--- src/rtl/cap_sensor_scanner.sv ---
// Scans NUM_SENSORS capacitive pads by timing each pad's charge against a shared drive, then debounces the result.
// Latency: one scan is DISCHARGE_CYCLES + (last capture + 1) + 1 clocks; touched updates at the end of EVAL, press_pending one clock later.
// No backpressure: scanning free-runs while enable is high; press_pending holds events until software clears them via clear_mask.
module cap_sensor_scanner #(
    parameter int NUM_SENSORS      = 9,
    parameter int CNT_WIDTH        = 16,
    parameter int THRESHOLD        = 50,
    parameter int DISCHARGE_CYCLES = 8,
    parameter int TIMEOUT          = 255,
    parameter int DEBOUNCE_SCANS   = 3
) (
    input  logic                   clock,
    input  logic                   reset,
    input  logic                   enable,
    input  logic [NUM_SENSORS-1:0] capacitive_sensors_in,
    output logic                   capacitive_sensors_out,
    output logic [NUM_SENSORS-1:0] touched,
    output logic [NUM_SENSORS-1:0] press_pending,
    input  logic [NUM_SENSORS-1:0] clear_mask,
    output logic                   scan_done,
    output logic                   busy
);

    // Counter widths sized so the terminal values always fit.
    localparam int DIS_W = (DISCHARGE_CYCLES > 1) ? $clog2(DISCHARGE_CYCLES) : 1;
    localparam int DB_W  = $clog2(DEBOUNCE_SCANS + 1);

    localparam logic [CNT_WIDTH-1:0] TIMEOUT_C   = CNT_WIDTH'(TIMEOUT);
    localparam logic [CNT_WIDTH-1:0] THRESHOLD_C = CNT_WIDTH'(THRESHOLD);
    localparam logic [DIS_W-1:0]     DIS_LAST_C  = DIS_W'(DISCHARGE_CYCLES - 1);
    localparam logic [DB_W-1:0]      DB_LAST_C   = DB_W'(DEBOUNCE_SCANS);

    typedef enum logic [1:0] {
        S_IDLE,
        S_DISCHARGE,
        S_CHARGE,
        S_EVAL
    } state_e;

    // Scan FSM state and registered outputs.
    state_e                 state_q;
    logic [DIS_W-1:0]       dis_cnt_q;
    logic [CNT_WIDTH-1:0]   cnt_q;
    logic                   drive_q;
    logic                   done_q;
    logic                   busy_q;

    // Per-channel capture of the charge time.
    logic [CNT_WIDTH-1:0]   cap_q [NUM_SENSORS];
    logic [CNT_WIDTH-1:0]   cap_d [NUM_SENSORS];
    logic [NUM_SENSORS-1:0] valid_q;
    logic [NUM_SENSORS-1:0] hit_d;
    logic [NUM_SENSORS-1:0] valid_d;
    logic                   charge_exit_d;

    // Sense-pin synchronizer.
    logic [NUM_SENSORS-1:0] sync1_q;
    logic [NUM_SENSORS-1:0] sync2_q;

    // Debounce and press-event state.
    logic [NUM_SENSORS-1:0] raw_d;
    logic [DB_W-1:0]        db_cnt_q [NUM_SENSORS];
    logic [DB_W-1:0]        db_cnt_d [NUM_SENSORS];
    logic [NUM_SENSORS-1:0] touched_q;
    logic [NUM_SENSORS-1:0] touched_d;
    logic [NUM_SENSORS-1:0] touched_prev_q;
    logic [NUM_SENSORS-1:0] press_q;
    logic [NUM_SENSORS-1:0] press_d;

    // Two-flop synchronizer on the raw sense pins; its lag is part of every capture.
    always_ff @(posedge clock or posedge reset) begin
        if (reset) begin
            sync1_q <= '0;
            sync2_q <= '0;
        end else begin
            sync1_q <= capacitive_sensors_in;
            sync2_q <= sync1_q;
        end
    end

    // Capture the current count for channels seeing their first high this cycle;
    // on leaving CHARGE any channel that never went high is pinned to TIMEOUT.
    always_comb begin
        hit_d = valid_q;
        for (int i = 0; i < NUM_SENSORS; i++) begin
            cap_d[i] = cap_q[i];
            if (sync2_q[i] && !valid_q[i]) begin
                hit_d[i] = 1'b1;
                cap_d[i] = cnt_q;
            end
        end
        charge_exit_d = (&hit_d) || (cnt_q == TIMEOUT_C);
        valid_d       = hit_d;
        if (charge_exit_d) begin
            for (int i = 0; i < NUM_SENSORS; i++) begin
                if (!hit_d[i]) begin
                    cap_d[i] = TIMEOUT_C;
                end
            end
            valid_d = '1;
        end
    end

    // Scan sequencer: IDLE -> DISCHARGE -> CHARGE -> EVAL, aborting to IDLE when enable drops mid-scan.
    always_ff @(posedge clock or posedge reset) begin
        if (reset) begin
            state_q   <= S_IDLE;
            dis_cnt_q <= '0;
            cnt_q     <= '0;
            drive_q   <= 1'b0;
            done_q    <= 1'b0;
            busy_q    <= 1'b0;
            valid_q   <= '0;
            for (int i = 0; i < NUM_SENSORS; i++) begin
                cap_q[i] <= '0;
            end
        end else begin
            done_q <= 1'b0;
            case (state_q)
                S_IDLE: begin
                    drive_q <= 1'b0;
                    if (enable) begin
                        state_q   <= S_DISCHARGE;
                        dis_cnt_q <= '0;
                        busy_q    <= 1'b1;
                    end
                end
                S_DISCHARGE: begin
                    if (!enable) begin
                        state_q <= S_IDLE;
                        busy_q  <= 1'b0;
                        drive_q <= 1'b0;
                    end else if (dis_cnt_q == DIS_LAST_C) begin
                        state_q <= S_CHARGE;
                        cnt_q   <= '0;
                        valid_q <= '0;
                        drive_q <= 1'b1;
                    end else begin
                        dis_cnt_q <= dis_cnt_q + 1'b1;
                    end
                end
                S_CHARGE: begin
                    if (!enable) begin
                        // Partial scan is dropped: captures never reach EVAL.
                        state_q <= S_IDLE;
                        busy_q  <= 1'b0;
                        drive_q <= 1'b0;
                    end else begin
                        valid_q <= valid_d;
                        for (int i = 0; i < NUM_SENSORS; i++) begin
                            cap_q[i] <= cap_d[i];
                        end
                        if (charge_exit_d) begin
                            state_q <= S_EVAL;
                            drive_q <= 1'b0;
                            done_q  <= 1'b1;
                        end else begin
                            // Exit happens at TIMEOUT, so the counter cannot wrap.
                            cnt_q <= cnt_q + 1'b1;
                        end
                    end
                end
                S_EVAL: begin
                    drive_q <= 1'b0;
                    if (enable) begin
                        state_q   <= S_DISCHARGE;
                        dis_cnt_q <= '0;
                    end else begin
                        state_q <= S_IDLE;
                        busy_q  <= 1'b0;
                    end
                end
                default: begin
                    state_q <= S_IDLE;
                    busy_q  <= 1'b0;
                    drive_q <= 1'b0;
                end
            endcase
        end
    end

    // Threshold each capture and run the per-channel agree counters; only EVAL advances them.
    always_comb begin
        touched_d = touched_q;
        raw_d     = '0;
        for (int i = 0; i < NUM_SENSORS; i++) begin
            raw_d[i]    = (cap_q[i] > THRESHOLD_C);
            db_cnt_d[i] = db_cnt_q[i];
            if (state_q == S_EVAL) begin
                if (raw_d[i] == touched_q[i]) begin
                    db_cnt_d[i] = '0;
                end else if ((db_cnt_q[i] + 1'b1) == DB_LAST_C) begin
                    touched_d[i] = raw_d[i];
                    db_cnt_d[i]  = '0;
                end else begin
                    db_cnt_d[i] = db_cnt_q[i] + 1'b1;
                end
            end
        end
    end

    // Rising touched edges latch a press; a simultaneous clear loses to the set.
    always_comb begin
        press_d = (press_q & ~clear_mask) | (touched_q & ~touched_prev_q);
    end

    // Debounced state, edge-detect history and press latches.
    always_ff @(posedge clock or posedge reset) begin
        if (reset) begin
            touched_q      <= '0;
            touched_prev_q <= '0;
            press_q        <= '0;
            for (int i = 0; i < NUM_SENSORS; i++) begin
                db_cnt_q[i] <= '0;
            end
        end else begin
            touched_q      <= touched_d;
            touched_prev_q <= touched_q;
            press_q        <= press_d;
            for (int i = 0; i < NUM_SENSORS; i++) begin
                db_cnt_q[i] <= db_cnt_d[i];
            end
        end
    end

    assign capacitive_sensors_out = drive_q;
    assign touched                = touched_q;
    assign press_pending          = press_q;
    assign scan_done              = done_q;
    assign busy                   = busy_q;

endmodule

--- config.mk ---
export PLATFORM = sky130hd
export DESIGN_NAME = cap_sensor_scanner
export DESIGN_NICKNAME = d
export VERILOG_FILES = /design/src/rtl/cap_sensor_scanner.sv
export SDC_FILE = /design/constraint.sdc
export NUM_CORES = 1
export LEC_CHECK = 0
export CAP_MARGIN = 20
export CORE_MARGIN = 2
export CORE_UTILIZATION = 30
export DETAILED_ROUTE_END_ITERATION = 16
export MAX_ROUTING_LAYER = met4
export PLACE_DENSITY = 0.51
export SETUP_SLACK_MARGIN = 0.05
export SYNTH_ARGS = -nofsm -noshare
export SYNTH_HDL_FRONTEND = slang
export SYNTH_SLANG_ARGS = --single-unit
--- constraint.sdc ---
create_clock -name clock -period 7.5 [get_ports clock]
set_clock_uncertainty 0.05 [all_clocks]
set_input_delay 1.5 -clock clock [delete_from_list [all_inputs] [get_ports clock]]
set_output_delay 1.5 -clock clock [all_outputs]
set_load 0.03 [all_outputs]
; Word level (Yosys, flattened, before mapping)
; Cells that the tools add are included.
[op_classes]
muxes = 78
n_addsub = 11
magnitude_cmp = 9
n_eq_ne = 33
bitwise_logic = 14
n_reduce_logical = 41
[ops]
columns = operator, n
row1 = 2-to-1 mux 16 bit, 22
row2 = "> comparator 16 x 6 -> 1 bit, second input constant", 9
row3 = 2-to-1 mux 144 bit, 1
row4 = 2-to-1 mux 2 bit, 23
row5 = 2-to-1 mux 9 bit, 4
row6 = one-hot mux 16 bit (2 select lines), 1
row7 = AND reduction 3 bit, 10
row8 = "equality test 2 bit, second input constant", 11
row9 = 2-to-1 mux 1 bit, 19
row10 = "adder 2 x 1 -> 2 bit, second input constant", 9
row11 = AND 9 bit, 2
row12 = inverter 9 bit, 2
row13 = one-hot mux 9 bit (2 select lines), 1
row14 = "adder 16 x 1 -> 16 bit, second input constant", 1
row15 = "equality test 16 x 8 -> 1 bit, second input constant", 1
row16 = "inequality test 2 bit, second input constant", 7
row17 = equality test 1 bit, 9
row18 = logical AND 1 bit, 9
row19 = zero test 1 bit, 9
row20 = 2-to-1 mux 3 bit, 3
row21 = inverter 1 bit, 9
row22 = bitwise OR 9 bit, 1
row23 = AND reduction 9 bit, 1
row24 = one-hot mux 2 bit (4 select lines), 1
row25 = other kinds (16), 21
[totals]
out_inout_bits = 21
regBits = 240
word_cells = 224

; Longest topological paths before layout
; Gate-level depths: netlist of the first run.
[depth]
word_depth = 8
mapped_depth = 10
ltp_nobuf = 7

; Worst setup path after synthesis of the first run
; No wires, ideal clock.
[synth_timing]
path_type = in2reg
startpoint = input enable
endpoint = register cap_q[10] (netlist name)
setup_slack_ps = 4216
required_time_ps = 7288
n_path_buf = 2
setup_time_ps = 162
path_stages = 5
arrival_ps = 3072
cell_sequence = clkbuf_1 nand2_1 clkbuf_1 nor4_1 a21oi_1
[synth_via]
elab_chain_len = 1
[synth_lines]
columns = element, line_no
row1 = "start, declared", 14  ; input logic enable,
row2 = AND reduction 2 bit (no source line), --
row3 = "end signal, assigned by index", 151  ; cap_q[i] <= cap_d[i];
row4 = "end, declared", 49  ; logic [CNT_WIDTH-1:0] cap_q [NUM_SENSORS];
; Every way passes these cells.
; A chain may end at the register's enable or synchronous reset.

; Worst setup path in the final report of the first run
[layout_timing]
startpoint = input enable
endpoint = register cap_q[135] (netlist name)
; Same word-level chain as after synthesis.

==> impl_results.md, run 1 <==
* Run status: completed
* Hold Slack at a little under 0.3 ns
* Dpl ws at 3.292 ns
* Setup-failing EPs final at 0
* CTS sink count at 240
* Worst r2r dst: cap_q[103]$_DFFE_PP0P_
* Worst hold path endpoint: sync2_q[4]$_DFF_PP0_
* Syn avg cell area at 9.494 um^2
* Largest stage delay on the critical path at roughly 0.82 ns
* Placer's final routability congestion estimate at 0.7841
* Yosys reg bits at between 200 and 250
* EDFF count, synth at 0
* Slew @ Worst Pin at roughly 1.1 ns
* Worst vdd ir at ~0.00018 V
* Arr. time, crit path at approximately 4 ns
* Synth Area in XOR/XNOR at 0.007631
* Worst Hold Depth at 0
* Avg Vias per Cell at 4.936
* Vias at 7754
* Fmax at between 0.2 and 0.3 GHz
* Port Buffers at just over 40
* Reg2Reg Launch Point: cnt_q[3]$_DFFE_PP0P_
* Fin. max-slew vios at 0
* Async S/R FF share, synth at 1.000
* Total CTS buffers at 27
* Ant. Diodes at 0
* Largest family of logic cells by synthesized area: simple AND/OR/NAND/NOR gates
* ANT nets after route at 0
* CTS max path bufs at 3
* Slowest-stage cell, CP: and2_1
* Post-Synthesis Cells at approximately 1100
* Dpl cells at approximately 1500
* Setup TNS at 0 ns
* Post-synthesis sequential area ratio at 0.5814
* Hold path start: sync1_q[4]$_DFF_PP0_
* Crit path cell chain: clkdlybuf4s50_1, and2_1, nand3_1, o211ai_1
* Routed wire length at about 26000 um
* Area Overhead vs Synth at 16.41%
* Compound-Gate Fraction of Synth Area at 0.1113
* Initial antenna violation count at 0
* Syn Std Cell Area at around 10000 um^2
* Die span in x at approximately 190 um
* Leak pwr at roughly 5.3 nW
* CP endpoint kind: flop
* Row count at 67
* Share of layout cells above drive strength 1 at 0.06233
* Post-synth net total at 1117
* Initial Utilization at 0.3065
* Unrepaired setup endpoints after global routing: false
* Final Core Density at 0.3568
* Most frequent cells in the layout: nand2_1, dfrtp_1, a21oi_1, nand3_1, inv_1
* Synth warnings at 0
* Drt wl/cell at between 15 and 20 um
* Period minus WS final at approximately 3.6 ns
* Clock latency on the worst-skew pair at 0.54 ns
* Drt drc at 0
* Largest net degree at the start of global routing at 170
* WS Path Type: in -> reg
* Synth cell types at 46
* Die area at about 36000 um^2
* CTS Hold Buffers Added at 0
* Initial DRC count at approximately 640
* Hold Vio Cnt, Final at 0
* Critical Path RT at roughly 7.9 ns
* Startpoint types: input port
* CP Max Fanout at 23
* Final cell count without fillers at 1571
* Max Cap Viol at 0
* Setup Buffers After CTS at 0
* Grt total ovfl at 0
* Cell class contributing the biggest share of worst-path delay: simple AND/OR/NAND/NOR gates
* CP bufs+invs at 1
* Aggregate global-route resource usage at 0.1548
* First-pass GRT wire length at 43080 um
* CORE AREA at 33700 um^2
* Nets at about 1100
* TritonCTS clock tree: done
* Worst hold path class: reg -> reg
* Worst-path clk slew at about 0.060 ns
* H-tree levels at 1
* Post-DP HPWL at approximately 16000 um
* Fillcell total at around 3500
* Power per Cell Area at between 200 and 300 nW/um^2
* Slew headroom at 0.2924
* Die Ht at ~190 um
* Post-synthesis adder-cell area fraction at 0.009690
* Clock root cell: clkbuf_16
* Worst R2R Path Depth at 5
* Period utilisation layout at 0.4861
* Worst reg-to-reg setup slack at 4.28 ns
* Post-CTS Resized at 0
* Mux cell area share after synthesis at 0.01453
* Total iterations of the first detailed-routing run at 5
* Top_reg_cell synth: dfrtp_1
* Most common library cell in the layout ignoring fill and taps: nand2_1
* Simple-gate area share of the yosys netlist at 0.2352
* # IOs at 42
* PnR worst setup slack at 3.855 ns
* Vias in the first global route at 7589
[state kept, by name, summed over array words and instances, names as in the netlist]
register,flops
touched_prev_q,9
scan_done,1
busy,1
db_cnt_q,18
state_q,2
press_pending,9
capacitive_sensors_out,1
cap_q,144
sync1_q,9
sync2_q,9
cnt_q,16
valid_q,9
touched,9
dis_cnt_q,3
[synthesized netlist by cell type (3+ instances only)]
cell type  number  area share
a211oi_1       10      0.0073
a21oi_1        92       0.045
a22o_1          4      0.0034
and2_1          3      0.0018
and3_1         10      0.0061
clkbuf_1       56       0.020
dfrtp_1       240        0.58
ha_1            8      0.0097
inv_1          43       0.016
mux2_2          8      0.0087
mux2i_1         6      0.0058
nand2_1       313        0.11
nand3_1        82       0.040
nand3b_1        7      0.0051
nand4_1         4      0.0024
nor2_1         34       0.012
nor2b_1         4      0.0024
nor3_1         10      0.0048
nor4_1         22       0.013
nor4_4          8       0.016
o2111ai_1       9      0.0076
o211ai_1       10      0.0073
o21ai_0        29       0.014
o22a_1          4      0.0034
o22ai_1        19       0.012
o31ai_1         4      0.0029
or3_1           6      0.0036
or4_1          13      0.0094
xnor2_1         9      0.0076
[report_power, final]
| part | total, mW | leakage [nW] | internal, mW | switching (mW) |
|---|---|---|---|---|
| combinational | 0.344 | 1.64 | 0.129 | 0.215 |
| clock | 1.33 | 0.435 | 0.797 | 0.533 |
| sequential | 1.45 | 3.24 | 1.36 | 0.0852 |
[worst max-delay path by stage]
stage / from / endpoint / slack (ns) / cells past startpoint
floorplan: reset / busy$_DFFE_PP0P_ / 2.80 / 1
global placement: enable / cap_q[119]$_DFFE_PP0P_ / 3.32 / 5
detailed placement: enable / cap_q[23]$_DFFE_PP0P_ / 3.29 / 4
CTS: enable / cap_q[55]$_DFFE_PP0P_ / 3.89 / 4
global route: enable / cap_q[68]$_DFFE_PP0P_ / 3.60 / 5
finish: enable / cap_q[135]$_DFFE_PP0P_ / 3.85 / 4
[through the flow]
stage,instance area (um^2),total power [mW]
5_1_grt,12030,3.263
3_3_place_gp,11130,1.815
2_1_floorplan,10330,1.690
3_5_place_dp,11130,1.816
6_report,12030,3.120
4_1_cts,12020,3.164
[layer usage]
layer / wire, um / vias up / GRT usage / share of wire
met4: 488 / 0 / 0.03548 / 0.019
met1: 13170 / 3785 / 0.2278 / 0.50
met2: 11430 / 176 / 0.2244 / 0.43
li1: - / 3756 / - / -
met3: 1277 / 37 / 0.02380 / 0.048
met5: 0 / - / - / 0
[final cells by class]
type / instances / area [um^2] / share of cell area
multi-input combinational: 743 / 3920 / 0.3260
clock inverter: 10 / 146.4 / 0.01217
clock buffer: 37 / 743.2 / 0.06180
timing repair buffer: 49 / 480.5 / 0.03995
inverter: 44 / 168.9 / 0.01405
sequential: 240 / 6006 / 0.4994
tap: 448 / 560.5 / 0.04661
[cells by family (layout without fill, tap and decap cells)]
| family | count (synthesis) | count (layout) |
|---|---|---|
| muxes | 14 | 14 |
| adders and majority gates | 8 | 8 |
| AOI/OAI and AO/OA | 191 | 191 |
| DFF | 240 | 240 |
| buffers and inverters | 105 | 140 |
| xor gates and xnor gates | 9 | 9 |
| and+or+nand+nor | 521 | 521 |
Power figures use the tool's default switching activity.
==> run 2, diff against run 1 <==
==> constraint.sdc (replaced) <==
create_clock -name clock -period 3.3 [get_ports clock]
set_clock_uncertainty 0.05 [all_clocks]
set_input_delay 0.66 -clock clock [delete_from_list [all_inputs] [get_ports clock]]
set_output_delay 0.66 -clock clock [all_outputs]
set_load 0.03 [all_outputs]
==> run 2 against run 1 <==
Power rose by 130%. Via count grew 1.9%. Global-route usage increased by 0.44 points. First-iteration DRC count up 1.4%. Routed wire length rose by 2.0%. Setup slack got worse by 3.2 ns. Sequential share of layout area down 1.4 points. Highest routed layer unchanged. Largest power group unchanged. Critical path type is now reg -> reg. Die area did not move. Count of clock-buffer cells in the layout down 2.
==> impl_results.md, run 2 (synthesis results as in run 1) <==
* Setup Buffers After CTS at 0 (unchanged)
* CP endpoint kind: flop
* Startpoint types: flop
* Port Buffers at 41 (unchanged)
* Largest register FFs at 144 (unchanged)
* CTS sink count at 240 (unchanged)
* Share of layout cells above drive strength 1 at 0.1026 (+0.04023)
* Max Cap Viol at 0 (unchanged)
* WS Path Type: reg -> reg
* Die area at 35930 um^2 (unchanged)
* CTS Hold Buffers Added at 0 (unchanged)
* Most frequent cells in the layout: nand2_1, dfrtp_1, a21oi_1, nand3_1, buf_4
* Routed wire length at 26900 um (+2.0%)
* Aggregate global-route resource usage at 0.1592 (+0.004403)
* DP Area at 11490 um^2 (+3.2%)
* H-tree levels at 1 (unchanged)
* ANT nets after route at 0 (unchanged)
* Most common library cell in the layout ignoring fill and taps: nand2_1
* Grt total ovfl at 0 (unchanged)
* Largest net degree at the start of global routing at 58 (-66%)
* CORE AREA at 33700 um^2 (unchanged)
* GRT met1 Usage at 0.2326 (+0.004810)
* Die Ht at 189.6 um (unchanged)
* Dpl ws at 0.5781 ns (-2.714 ns)
* Worst-path clk slew at 0.06 ns (about the same)
* Post-CTS Resized at 0 (unchanged)
* Total iterations of the first detailed-routing run at 5 (unchanged)
* CP Max Fanout at 17 (-26%)
* Avg Vias per Cell at 4.884 (-1.0%)
* Fillcell total at 3393 (-1.7%)
* Run status: completed
* Power per Cell Area at 573.8 nW/um^2 (+120%)
* Worst vdd ir at 0.0003793 V (+110%)
* Die span in x at 189.6 um (unchanged)
* CTS max path bufs at 3 (unchanged)
* Initial antenna violation count at 0 (unchanged)
* First-pass GRT wire length at 43840 um (+1.7%)
* FF/Latch Area at 6006 um^2 (unchanged)
* Post-DP HPWL at 16660 um (+5.2%)
* TritonCTS clock tree: done
* Slew @ Worst Pin at 0.6475 ns (-0.4051 ns)
* Worst R2R Path Depth at 5 (unchanged)
* Critical Path RT at 3.71 ns (-4.19 ns)
* Worst Hold Depth at 0 (unchanged)
* Total CTS buffers at 27 (unchanged)
* Top reg by flops: cap_q
* Period utilisation layout at 0.7974
* PnR worst setup slack at 0.6686 ns (-3.186 ns)
* Initial DRC count at 651 (+1.4%)
* Drt wl/cell at 16.63 um (-0.94%)
* Fin. max-slew vios at 0 (unchanged)
* Initial Utilization at 0.3065 (unchanged)
* Vias in the first global route at 7733 (+1.9%)
* Met2 global-route usage at 0.2325 (+0.008030)
* Fin area at 12380 um^2 (+2.9%)
* GRT busiest layer: met1
* Ant. Diodes at 0 (unchanged)
* Global routing met3 resource utilization at 0.02029 (-0.003505)
* Vias at 7903 (+1.9%)
* Placer's final routability congestion estimate at 0.7940 (+1.3%)
* Setup-failing EPs final at 0 (unchanged)
* Clock root cell: clkbuf_16
* Arr. time, crit path at 3.04 ns (-1.00 ns)
* Area of the multi-input gates at 3914 um^2 (-0.16%)
* Fmax at approximately 0.38 GHz
* Unrepaired setup endpoints after global routing: false
* Worst hold path class: reg -> reg
* Nets at 1178 (+3.9%)
* Drt drc at 0 (unchanged)
* Slew headroom at 0.5674 (+0.2750)
* Period minus WS final at between 2 and 3 ns
* Registers with the most flip-flops: cap_q (144), db_cnt_q (18), cnt_q (16)
* Hold Vio Cnt, Final at 0 (unchanged)
* Area Overhead vs Synth at 19.82%
* Clock latency on the worst-skew pair at 0.54 ns (about the same)
* Row count at 67 (unchanged)
* Leak pwr at 5.559 nW (+4.5%)
* # IOs at 42 (unchanged)
-- run 2: cell types whose count changed in the layout (fill, tap and decap cells not counted), sizes merged --
cell      previous run  this run
buf                  7        52
bufinv               3         2
clkbuf              38        35
clkinv               6        11
clkinvlp             2         3
-- run 2: layout make-up --
class / count / share of cell area
Sequential cell: 240 / 0.4852
Multi-Input combinational cell: 743 / 0.3162
Timing Repair Buffer: 93 / 0.06773
Clock buffer: 35 / 0.06106
Tap cell: 448 / 0.04529
Inverter: 44 / 0.01365
Clock inverter: 15 / 0.01082
-- run 2: routing by layer --
metal | up-vias | part of all wire | wire length [um]
met4 | 0 | 0.026 | 692
met2 | 176 | 0.43 | 11570
met3 | 47 | 0.046 | 1235
met1 | 3839 | 0.50 | 13400
li1 | 3841 | - | -
met5 | - | 0 | 0
-- run 2: path summary, 6_finish.rpt --
check	from	endpoint	slack (ns)
worst max register to register	cnt_q[8]$_DFFE_PP0P_	cap_q[135]$_DFFE_PP0P_	0.67
max in group asynchronous	reset	cap_q[2]$_DFFE_PP0P_	1.91
worst min register to register	sync1_q[4]$_DFF_PP0_	sync2_q[4]$_DFF_PP0_	0.30
worst max-delay path	cnt_q[8]$_DFFE_PP0P_	cap_q[135]$_DFFE_PP0P_	0.67
min in group asynchronous	reset	touched_prev_q[5]$_DFF_PP0_	0.51
worst min-delay path	sync1_q[4]$_DFF_PP0_	sync2_q[4]$_DFF_PP0_	0.30
-- run 2: report_power, final --
part | leakage [nW] | switching, mW | total, mW | internal, mW
logic | 1.87 | 0.571 | 0.898 | 0.327
registers | 3.24 | 0.120 | 3.21 | 3.09
clock network | 0.444 | 1.22 | 2.99 | 1.77
total | 5.56 | 1.91 | 7.10 | 5.19
-- run 2: worst max-delay path: stages, from the launching register on --
cell      delay, ns
dfrtp_1        0.38
or4_1          0.55
or4_4          0.56
o21a_4         0.24
or4_1          0.62
o211ai_1       0.15
-- run 2: per-stage QoR --
step | power, mW | util | TNS (ns) | cells | hold slack [ns]
after floorplan | 3.841 | - | -133.88 | 1088 | 0.2812
after global placement | 4.157 | 0.3409 | 0 | 1568 | 0.2834
after detailed placement | 4.167 | 0.3409 | 0 | 1568 | 0.2847
after CTS | 7.203 | 0.3673 | 0 | 1618 | 0.2989
after global routing | 7.439 | 0.3673 | 0 | 1618 | 0.3043
final | 7.102 | 0.3673 | 0 | 1618 | 0.2955
